### src/rtl/z80_bus_arbiter.sv
// Registered three-master arbiter (m0 VGA > m1 UART > m2 CPU) for the Z80 system bus.
// Optional hung-transaction abort with bus-error pulse enabled by defining ARB_TIMEOUT_EN.
module z80_bus_arbiter #(
  parameter int unsigned TIMEOUT_CYCLES = 255
) (
  input  logic        i_clk,
  input  logic        i_reset,
  input  logic [15:0] i_m0_addr,
  input  logic [15:0] i_m1_addr,
  input  logic [15:0] i_m2_addr,
  input  logic [7:0]  i_m0_dat,
  input  logic [7:0]  i_m1_dat,
  input  logic [7:0]  i_m2_dat,
  input  logic        i_m0_we,
  input  logic        i_m1_we,
  input  logic        i_m2_we,
  input  logic        i_m0_cs,
  input  logic        i_m1_cs,
  input  logic        i_m2_cs,
  output logic        o_m0_ack,
  output logic        o_m1_ack,
  output logic        o_m2_ack,
  output logic [15:0] o_addr,
  output logic [7:0]  o_dat,
  output logic        o_we,
  output logic        o_cs,
  input  logic        i_ack,
  output logic [2:0]  o_grant,
  output logic        o_bus_err
);

  typedef enum logic {IDLE, BUSY} state_t;

  state_t     state_q, state_d;
  logic [2:0] grant_q, grant_d;
  logic [2:0] req;
  logic       busy;
  logic       gcs;
  logic       to_hit;
  logic       ack_ok;

  if (TIMEOUT_CYCLES < 1 || TIMEOUT_CYCLES > 255) begin : g_bad_timeout
    $error("TIMEOUT_CYCLES must be in 1..255");
  end

  assign req  = {i_m2_cs, i_m1_cs, i_m0_cs};
  assign busy = (state_q == BUSY);
  assign gcs  = |(grant_q & req);

`ifdef ARB_TIMEOUT_EN
  logic [7:0] cnt_q;

  // Counter is held at zero in IDLE, so every BUSY entry starts from 0.
  always_ff @(posedge i_clk) begin
    if (i_reset || !busy) begin
      cnt_q <= '0;
    end else if (!i_ack) begin
      cnt_q <= cnt_q + 8'd1;
    end
  end

  assign to_hit = busy & gcs & ~i_ack & (cnt_q == 8'(TIMEOUT_CYCLES - 1));
`else
  assign to_hit = 1'b0;
`endif

  always_ff @(posedge i_clk) begin
    if (i_reset) begin
      state_q <= IDLE;
      grant_q <= '0;
    end else begin
      state_q <= state_d;
      grant_q <= grant_d;
    end
  end

  always_comb begin
    state_d = state_q;
    grant_d = grant_q;
    unique case (state_q)
      IDLE: begin
        if (|req) begin
          state_d = BUSY;
          if (req[0])      grant_d = 3'b001;
          else if (req[1]) grant_d = 3'b010;
          else             grant_d = 3'b100;
        end
      end
      BUSY: begin
        if (!gcs || i_ack || to_hit) begin
          state_d = IDLE;
          grant_d = '0;
        end
      end
      default: begin
        state_d = IDLE;
        grant_d = '0;
      end
    endcase
  end

  always_comb begin
    o_addr = '0;
    o_dat  = '0;
    o_we   = 1'b0;
    o_cs   = 1'b0;
    if (busy) begin
      o_addr = ({16{grant_q[0]}} & i_m0_addr) |
               ({16{grant_q[1]}} & i_m1_addr) |
               ({16{grant_q[2]}} & i_m2_addr);
      o_dat  = ({8{grant_q[0]}} & i_m0_dat) |
               ({8{grant_q[1]}} & i_m1_dat) |
               ({8{grant_q[2]}} & i_m2_dat);
      o_we   = (grant_q[0] & i_m0_we) | (grant_q[1] & i_m1_we) | (grant_q[2] & i_m2_we);
      o_cs   = gcs;
    end
  end

  // A timeout completes the transaction toward the master like an ack does.
  assign ack_ok    = busy & gcs & ~i_reset & (i_ack | to_hit);
  assign o_m0_ack  = ack_ok & grant_q[0];
  assign o_m1_ack  = ack_ok & grant_q[1];
  assign o_m2_ack  = ack_ok & grant_q[2];
  assign o_bus_err = busy & ~i_reset & to_hit;
  assign o_grant   = grant_q;

endmodule

### config.mk
export PLATFORM = sky130hd
export DESIGN_NAME = z80_bus_arbiter
export DESIGN_NICKNAME = d
export VERILOG_FILES = /design/src/rtl/z80_bus_arbiter.sv
export SDC_FILE = /design/constraint.sdc
export NUM_CORES = 1
export LEC_CHECK = 0
export CORE_UTILIZATION = 23
export DETAILED_ROUTE_END_ITERATION = 7
export PLACE_DENSITY = 0.87
export REMOVE_ABC_BUFFERS = 1
export SETUP_SLACK_MARGIN = 0.2
export SLEW_MARGIN = 5
export SYNTH_ARGS = -nofsm -noshare
export SYNTH_HDL_FRONTEND = slang
export SYNTH_SLANG_ARGS = --single-unit
### constraint.sdc
create_clock -name i_clk -period 2.31 [get_ports i_clk]
set_clock_uncertainty 0.15 [all_clocks]
set_input_delay 0.231 -clock i_clk [delete_from_list [all_inputs] [get_ports i_clk]]
set_output_delay 0.231 -clock i_clk [all_outputs]
set_load 0.01 [all_outputs]
==> results by group, run 1 <==
Synthesis
  – Mean Syn Cell Area: about 7.2 µm²
  – Cell Area, Synth: approximately 660 µm²
  – Post-synthesis cell type count: 25
  – Area share of the largest cell type after synthesis: 0.395
  – Largest area contributor in the netlist: a222oi_1
  – #FFs+latches synth: 4
  – Post-synthesis sequential area ratio: 0.122
  – Synth warn: 0
  – Area contributors post-synth: a222oi_1 40%, nor2_1 15%, dfxtp_1 12%
  – Post-Synthesis Cells: just over 90

Power
  – Sw power: around 140 µW
  – Combinational power share: 0.641
  – Net Sw Frac: 0.293
  – Seq pwr share: 0.172
  – Leak pwr: approximately 0.0008 µW
  – Internal power: about 330 µW
  – PwrDens: roughly 250 nW/µm²
  – Worst VDD drop: approximately 0.17 mV
  – Clock network fraction of design power: 0.187

Worst hold path
  – Worst Hold Class: in2reg

Die
  – Ports: approximately 110
  – Starting Density: 0.241
  – DIE AREA: a little over 3000 µm²
  – Die Wd: between 50 and 60 µm
  – FP Rows: 19
  – Die Y: between 50 and 60 µm
  – Core area: 2730 µm²

Cells and area
  – Antenna diode count: 0
  – Area growth syn-to-layout: 189%
  – Share of cells above drive strength 1: 0.0966
  – Post-route cell area: approximately 1900 µm²
  – Nets: a little under 300

STA
  – Period minus WS final: 2130 ps
  – Max Freq: 470 MHz
  – Slew of the pin with the lowest slew margin: just over 600 ps
  – Endpoints failing hold: 0
  – Final setup viols: 0
  – Hold_ws: 214 ps
  – Post-route clock period utilization: 0.921
  – Slew headroom: 0.590
  – Post-Route Setup TNS: 0 ps
  – Max Slew Vio Count: 0
  – RSZ-0062 raised after global routing: yes

Setup path
  – Crit Path Max Fanout: 2
  – Worst setup path category: in2out
  – Data arrival, critical path: around 1800 ps
  – CP endpoint kind: output port
  – Worst path required time: 1930 ps
  – Startpoint Class: primary input

Route
  – Routed WL: 3880 µm
  – Drt drc: 0
  – Drt pass-1 iters: 6
  – Wire per inst: approximately 16 µm
  – First DRT Iteration DRCs: 210
  – Vias per cell: roughly 5.6
  – Final antenna-violating net count: 0
  – Vias: around 1300

Global routing
  – First-pass GRT wire length: around 6000 µm
  – Largest net degree at the start of global routing: 27
  – Initial antenna violation count: 0
  – GRT Overall Usage: 0.240
  – Gr ovfl total: 0
  – Number of global-route vias before repair: between 1000 and 1500

Placed design
  – Port Buffers: roughly 110
  – RePlAce Congestion: 0.877
  – Hpwl dp: around 2900 µm
  – Post-place instance area: 1830 µm²

Clocking
  – Hold buffers post-CTS: 0
  – Clock Latency Late Sink: 240 ps
  – CTS Buffer Depth: 2
  – Worst-path clk slew: about 40 ps
  – Root buffer cell: clkbuf_4
  – CTS tree: yes
  – Clk sinks: 4
  – # H-tree levels: 1
  – Total CTS buffers: 3

Outcome
  – Status: finished, final reports clean

Flow run
  – Max-cap violations: 0
[Yosys cell counts (all sizes together)]
cell / count
and2: 3
or4b: 1
o21ai: 1
nor4: 2
buf: 5
nand2: 1
nor2: 26
dfxtp: 4
nand2b: 3
o32ai: 1
a22o: 1
conb: 1
a311oi: 1
o21a: 1
and4b: 1
o22ai: 1
inv: 3
nor3: 2
clkbuf: 8
a222oi: 26
[stage by stage]
stage / instances / worst slack [ps] / total power, µW / util
after floorplan: 79 / 420 / 159 / -
after global placement: 233 / 68.0 / 363 / 0.670
after detailed placement: 233 / 22.2 / 371 / 0.670
after CTS: 236 / 13.9 / 461 / 0.677
after global routing: 238 / 118 / 491 / 0.695
final: 238 / 183 / 466 / 0.695
[logic make-up (layout without fill, tap and decap cells)]
| family | count (synthesis) | after routing | share of synthesized area |
|---|---|---|---|
| AO/OA/AOI/OAI | 32 | 32 | 0.473 |
| flip-flops | 4 | 4 | 0.122 |
| buffers and inverters | 16 | 131 | 0.124 |
| other | 1 | 1 | 0.00570 |
| AND/OR/NAND/NOR | 39 | 39 | 0.276 |
[what timing repair did]
item | 4_1_cts | 5_1_grt
gates resized for setup | 2 | 10
buffers inserted | 0 | 2
pin swaps | 1 | 5
endpoints found under the setup margin | 4 | 28
[final timing paths]
kind	startpoint	endpoint	slack (ps)	depth (start not counted)
max reg2reg	o_grant[0]	o_grant[0]	780	4
min	i_m2_cs	o_grant[2]	210	3
max	i_m0_cs	o_cs	180	7
min reg2reg	busy	o_grant[0]	420	1
[layout by cell type, fill, tap and decap left out, drive strengths merged, types with 2 or more instances in the layout]
cell type      count
clkdlybuf4s50    103
a222oi            26
nor2              26
buf               13
dlymetal6s2s       7
dfxtp              4
and2               3
nand2b             3
clkbuf             3
inv                3
nor3               2
dlygate4sd2        2
nor4               2
[state kept, by name, summed over array words and instances, names as in the netlist]
signal   flops
o_grant      3
busy         1
[final cells by class]
type	instances	area, µm²
multi-input combinational	72	512
inverter	3	11.3
fill	218	835
sequential	4	81.3
clock buffer	3	22.5
tap	31	38.8
timing repair buffer	125	1230
[worst max-delay path: stages]
cell and delay, ps:
clkdlybuf4s50_1 440, a222oi_1 370, buf_4 190, buf_4 100, buf_4 100, nor2_1 30, dlygate4sd2_1 290
[metal layers]
metal  GRT usage  up-vias  share of wire
met1       0.256      606           0.34
met3      0.0468       12          0.094
met4       0.111        0          0.033
met2       0.449       99           0.53
met5           0        -              0
li1            -      617              -
[power by group through the flow]
stage	sequential [µW]	combinational, µW	clock (µW)
final	80.1	299	87.4
after global routing	81.0	319	91.3
after CTS	79.2	292	90.7
after detailed placement	80.4	291	0
after global placement	80.2	283	0
after floorplan	91.3	67.4	0
Power figures use the tool's default switching activity.
==> run 2: changes to the inputs <==
--- a/config.mk
+++ b/config.mk
@@ -7,7 +7,7 @@
 export LEC_CHECK = 0
 export CORE_UTILIZATION = 23
 export DETAILED_ROUTE_END_ITERATION = 7
-export PLACE_DENSITY = 0.87
+export PLACE_DENSITY = 0.9
 export REMOVE_ABC_BUFFERS = 1
 export SETUP_SLACK_MARGIN = 0.2
 export SLEW_MARGIN = 5
==> run 2 against run 1 <==
Effect of this change:
- flip-flop and latch count unchanged
- wire length down 2.3%
- via count is 2.5% lower
- final area fell by 0.59%
- die area is the same
- largest cell class unchanged
==> results by group, run 2 (synthesized netlist as in run 1, its figures left out) <==
Route
  – Uppermost layer routed: met4
  – Met2 Wirelength: 1990 µm (-4.1%)
  – Routed WL: 3790 µm (-2.3%)
  – WL met1: 1370 µm (+4.7%)
  – Vias: 1300 (-2.5%)
  – Drt pass-1 iters: 5 (-1)
  – First DRT Iteration DRCs: 228 (+8.6%)
  – Final antenna-violating net count: 0 (unchanged)
  – Drt drc: 0 (unchanged)
  – Vias per cell: 5.49 (-2.1%)
  – Wire per inst: 16.0 µm (-1.9%)
  – Metal3 WL: 351 µm (-4.1%)

Global routing
  – Number of global-route vias before repair: 1266 (-5.7%)
  – First-pass GRT wire length: 5710 µm (-4.3%)
  – GRT Overall Usage: 0.227 (-0.0131)
  – Gr ovfl total: 0 (unchanged)
  – Initial antenna violation count: 0 (unchanged)
  – Largest net degree at the start of global routing: 30 (+11%)

STA
  – Setup ws final: 281 ps (+98.4 ps)
  – Endpoints failing hold: 0 (unchanged)
  – Period minus WS final: 2030 ps (-98.4 ps)
  – Post-route clock period utilization: 0.878 (-0.0426)
  – Hold_ws: 317 ps (+103 ps)
  – Final setup viols: 0 (unchanged)
  – Max Slew Vio Count: 0 (unchanged)
  – RSZ-0062 raised after global routing: no
  – Max Freq: 493 MHz (+4.8%)

Placed design
  – Post-place instance area: 1830 µm² (unchanged)
  – Port Buffers: 112 (unchanged)
  – RePlAce Congestion: 0.893 (+1.8%)
  – Hpwl dp: 2810 µm (-2.2%)
  – Worst slack, placed: -0.421 ps (-22.6 ps)

Die
  – Ports: 114 (unchanged)
  – FP Rows: 19 (unchanged)
  – Starting Density: 0.241 (unchanged)
  – DIE AREA: 3080 µm² (unchanged)
  – Die Y: 55.5 µm (unchanged)
  – Core area: 2730 µm² (unchanged)
  – Die Wd: 55.5 µm (unchanged)

Cells and area
  – Most frequent cells in the layout: 103 x clkdlybuf4s50_1, 26 x a222oi_1, 26 x nor2_1
  – Commonest non-fill, non-tap cell in the layout: clkdlybuf4s50_1
  – Post-route cell area: 1890 µm² (-0.59%)
  – Share of cells above drive strength 1: 0.0922 (-0.00439)
  – Max reg flops: 3 (unchanged)
  – Fin util: 0.691 (-0.00412)
  – Antenna diode count: 0 (unchanged)
  – Area growth syn-to-layout: 187%
  – Nets: 289 (-0.34%)

Outcome
  – Status: finished, final reports clean

Setup path
  – CP endpoint kind: output port
  – Crit path max-delay family: buffers and inverters
  – Data arrival, critical path: 1650 ps (-100 ps)
  – Worst path required time: 1930 ps (about the same)
  – WP buf/inv: 2 (-3)
  – Worst setup path category: reg2out
  – Reg2reg setup slack: 790 ps (about the same)
  – Startpoint Class: flop
  – R2R Path End: o_grant[0]
  – Crit Path Max Fanout: 15 (+13)
  – Reg2reg path depth: 4 (unchanged)
  – Start of the worst register-to-register path: o_grant[0]
  – Max stage delay on crit path: 490 ps (+50 ps)
  – Slowest stage cell, crit path: clkdlybuf4s50_1
  – CP cell instances: buf_4, a222oi_1, nor2_1, clkdlybuf4s50_1

Clocking
  – Worst-path clk slew: 40 ps (about the same)
  – Clk sinks: 4 (unchanged)
  – Root buffer cell: clkbuf_4
  – # H-tree levels: 1 (unchanged)
  – Total CTS buffers: 3 (unchanged)
  – Clock Latency Late Sink: 230 ps (about the same)
  – CTS tree: yes
  – Hold buffers post-CTS: 0 (unchanged)
  – CTS Buffer Depth: 2 (unchanged)

Power
  – Combinational power share: 0.644 (+0.003)
  – Leak pwr: 0.000757 µW (-5.1%)
  – Worst VDD drop: 0.170 mV (+1.2%)
  – Clock network fraction of design power: 0.182 (-0.005)
  – PwrDens: 244 nW/µm² (-0.81%)
  – Internal power: 329 µW (-0.30%)
  – Seq pwr share: 0.174 (+0.002)
  – Net Sw Frac: 0.285 (-0.00783)
  – PnR Total Power: 460 µW (-1.4%)
  – Sw power: 131 µW (-4.0%)

Worst hold path
  – Hold Path Cell Cnt: 4 (+1)
  – Worst Hold Class: in2reg
  – Hold Path Sink: o_grant[1]
  – Worst Min Path Start: i_m0_cs

Flow run
  – Max-cap violations: 0 (unchanged)
## run 2: cell count changes in the layout (fill, tap and decap cells not counted), sizes merged
| cell | delta |
|---|---|
| dlymetal6s2s | -2 |
| dlygate4sd2 | +2 |
| buf | -1 |
## run 2: worst max-delay path by stage
stage / startpoint / to / slack [ps] / cells after the start
after floorplan: o_grant[0] / o_m0_ack / 420 / 3
after global placement: i_ack / o_m0_ack / 60 / 5
after detailed placement: i_ack / o_m0_ack / -0.4 / 5
after CTS: busy / o_addr[6] / 180 / 4
after global routing: o_grant[0] / o_addr[15] / 200 / 4
final: o_grant[0] / o_addr[12] / 280 / 4
## run 2: what timing repair did
| item | CTS | global route |
|---|---|---|
| setup buffers | 1 | 0 |
| endpoints found under the setup margin | 4 | 28 |
| pin swaps | 1 | 4 |
| resized for setup | 6 | 7 |
## run 2: power by group through the flow
stage / Combinational, µW / Sequential, µW / Clock, µW
final: 296 / 80.1 / 83.8
after global routing: 315 / 80.5 / 92.6
after CTS: 297 / 79.4 / 88.2
after detailed placement: 291 / 80.4 / 0
after global placement: 284 / 79.9 / 0
after floorplan: 67.4 / 91.3 / 0
## run 2: through the flow
stage	setup TNS [ps]	cells
6_report	0	237
5_1_grt	0	237
4_1_cts	0	237
3_5_place_dp	-0.421	233
3_3_place_gp	0	233
2_1_floorplan	0	79
## run 2: area by class of cell
class / instances / area (µm²)
multi-input combinational: 72 / 512
timing repair buffer: 124 / 1220
inverter: 3 / 11.3
sequential: 4 / 81.3
clock buffer: 3 / 22.5
tap: 31 / 38.8
fill: 221 / 846
## run 2: worst min-delay path, cell delays in order
cell and delay, ps:
dlymetal6s2s_1 120, buf_4 150, or4b_1 100, o21ai_1 50
## run 2: metal layers
metal  track usage  up-vias
met5             0        -
met4        0.0893        0
met3        0.0375        8
met2         0.411       91
met1         0.263      586
li1              -      615
==> run 3: changes to the inputs <==
--- a/config.mk
+++ b/config.mk
@@ -5,9 +5,11 @@
 export SDC_FILE = /design/constraint.sdc
 export NUM_CORES = 1
 export LEC_CHECK = 0
-export CORE_UTILIZATION = 23
+export CELL_PAD_IN_SITES_DETAIL_PLACEMENT = 0
+export CELL_PAD_IN_SITES_GLOBAL_PLACEMENT = 1
+export CORE_UTILIZATION = 12
 export DETAILED_ROUTE_END_ITERATION = 7
-export PLACE_DENSITY = 0.9
+export PLACE_DENSITY = 0.85
 export REMOVE_ABC_BUFFERS = 1
 export SETUP_SLACK_MARGIN = 0.2
 export SLEW_MARGIN = 5
==> run 3 against run 2 <==
Effect of this change:
- critical path depth rose by 3
- combinational power rose by 2%
- via count rose by 1.5%
- cell count rose by 19%
- die area rose by 88%
- critical endpoint is now o_m1_ack
==> results by group, run 3 (synthesized netlist as in run 1, its figures left out) <==
Setup path
  – R2R Path End: o_grant[0]
  – Crit Path Max Fanout: 3 (-12)
  – Reg2reg path depth: 4 (unchanged)
  – Startpoint Class: primary input
  – CP cell instances: clkdlybuf4s50_1, a222oi_1, buf_4, buf_4, nor4_4, and2_1, clkdlybuf4s15_1
  – Slowest stage cell, crit path: clkdlybuf4s50_1
  – Start of the worst register-to-register path: o_grant[0]
  – Max stage delay on crit path: 430 ps (-60 ps)
  – Worst setup path category: in2out
  – Reg2reg setup slack: 760 ps (-30 ps)
  – Data arrival, critical path: 1700 ps (+50 ps)
  – Worst path most repeated cell: buf_4
  – CP endpoint kind: output port
  – Worst path required time: 1930 ps (about the same)

Outcome
  – Status: finished, final reports clean

STA
  – Final setup viols: 0 (unchanged)
  – Max Freq: 480 MHz (-2.6%)
  – Post-route clock period utilization: 0.902 (+0.0237)
  – RSZ-0062 raised after global routing: yes
  – Period minus WS final: 2080 ps (+54.7 ps)
  – Post-Route Setup TNS: 0 ps (unchanged)
  – Max Slew Vio Count: 0 (unchanged)
  – Endpoints failing hold: 0 (unchanged)

Global routing
  – Number of global-route vias before repair: 1401 (+11%)
  – Gr ovfl total: 0 (unchanged)
  – Largest net degree at the start of global routing: 27 (-10%)
  – First-pass GRT wire length: 6280 µm (+9.9%)
  – Initial antenna violation count: 0 (unchanged)
  – GRT Overall Usage: 0.133 (-0.0939)

Power
  – PnR Total Power: 532 µW (+16%)
  – Leak pwr: 0.000913 µW (+21%)
  – PwrDens: 265 nW/µm² (+8.9%)
  – Worst VDD drop: 0.139 mV (-18%)

Placed design
  – Port Buffers: 112 (unchanged)
  – RePlAce Congestion: 0.732 (-18%)
  – Hpwl dp: 3090 µm (+10%)

Route
  – Vias per cell: 4.70 (-14%)
  – Vias: 1320 (+1.5%)
  – Final antenna-violating net count: 0 (unchanged)
  – First DRT Iteration DRCs: 93 (-59%)
  – Routed WL: 4010 µm (+5.8%)
  – Drt drc: 0 (unchanged)
  – Drt pass-1 iters: 6 (+1)
  – Wire per inst: 14.3 µm (-11%)

Cells and area
  – Area growth syn-to-layout: 205%
  – Share of cells above drive strength 1: 0.123 (+0.0310)
  – Commonest non-fill, non-tap cell in the layout: clkdlybuf4s50_1
  – Antenna diode count: 0 (unchanged)
  – Max reg flops: 3 (unchanged)
  – FILL cells: 558 (+150%)
  – Area of the multi-input gates: 512 µm² (unchanged)
  – Nets: 294 (+1.7%)
  – Most frequent cells in the layout: 96 x clkdlybuf4s50_1, 26 x a222oi_1, 26 x nor2_1
  – FF/Latch Area: 81.3 µm² (unchanged)

Die
  – FP Rows: 26 (+7)
  – Die Wd: 76.1 µm (+37%)
  – Ports: 114 (unchanged)
  – Core area: 5200 µm² (+90%)
  – Die Y: 76.1 µm (+37%)
  – Starting Density: 0.126 (-0.114)
  – DIE AREA: 5780 µm² (+88%)

Clocking
  – Worst-path clk slew: 30 ps (about the same)
  – Clock Latency Late Sink: 220 ps (about the same)
  – Hold buffers post-CTS: 0 (unchanged)
  – CTS Buffer Depth: 2 (unchanged)
  – Clk sinks: 4 (unchanged)
  – # H-tree levels: 1 (unchanged)
  – Total CTS buffers: 3 (unchanged)
  – CTS tree: yes
  – Root buffer cell: clkbuf_8

Flow run
  – Max-cap violations: 0 (unchanged)

Worst hold path
  – Hold Path Sink: o_grant[0]
  – Hold Path Cell Cnt: 4 (unchanged)
  – Worst Hold Class: in2reg
  – Worst Min Path Start: i_m0_cs
run 3: where the power goes:
part	internal [µW]	switching, µW	leakage [µW]	total (µW)
clock network	111	35.9	0.0000216	147
registers	74.1	7.43	0.0000331	81.5
logic	201	102	0.000858	303
run 3: layer usage:
metal | share of wire | up-vias | track usage
met5 | 0 | - | 0
met4 | 0.018 | 0 | 0.0615
met3 | 0.11 | 6 | 0.0455
met2 | 0.48 | 89 | 0.225
met1 | 0.39 | 602 | 0.150
li1 | - | 623 | -
run 3: how the worst max path moves through the flow:
stage | start | endpoint | slack, ps | cells past startpoint
6_report | i_m1_cs | o_m1_ack | 230 | 7
5_1_grt | i_m1_cs | o_m1_ack | 150 | 7
4_1_cts | o_grant[0] | o_addr[6] | 200 | 4
3_5_place_dp | i_ack | o_m0_ack | 50 | 5
3_3_place_gp | i_ack | o_m1_ack | 90 | 5
2_1_floorplan | o_grant[0] | o_m0_ack | 420 | 3
run 3: worst max-delay path: cells and delay by family:
kind,cells,cell delay [ps]
AO/OA/AOI/OAI,1,330
buffers and inverters,4,950
AND/OR/NAND/NOR,2,190
run 3: timing repair:
item / in CTS / in global routing
buffers inserted: 2 / 0
gates resized for setup: 7 / 18
setup endpoints to repair: 5 / 21
pin swaps: 1 / 9
run 3: cell type report:
type,instances,share of cell area
Clock buffer,3,0.0206
Multi-Input combinational cell,72,0.255
Sequential cell,4,0.0406
Tap cell,70,0.0437
Inverter,3,0.00562
Timing Repair Buffer,129,0.634
run 3: metrics by stage:
| stage | hold slack (ps) | instances | setup WS, ps | cell area [µm²] | util |
|---|---|---|---|---|---|
| detailed placement | 518 | 276 | 50.9 | 1910 | 0.367 |
| CTS | 417 | 281 | 204 | 1980 | 0.380 |
| global placement | 510 | 276 | 90.0 | 1910 | 0.367 |
| finish | 342 | 281 | 226 | 2000 | 0.385 |
| global route | 344 | 281 | 149 | 2000 | 0.385 |
| floorplan | 158 | 79 | 420 | 588 | - |
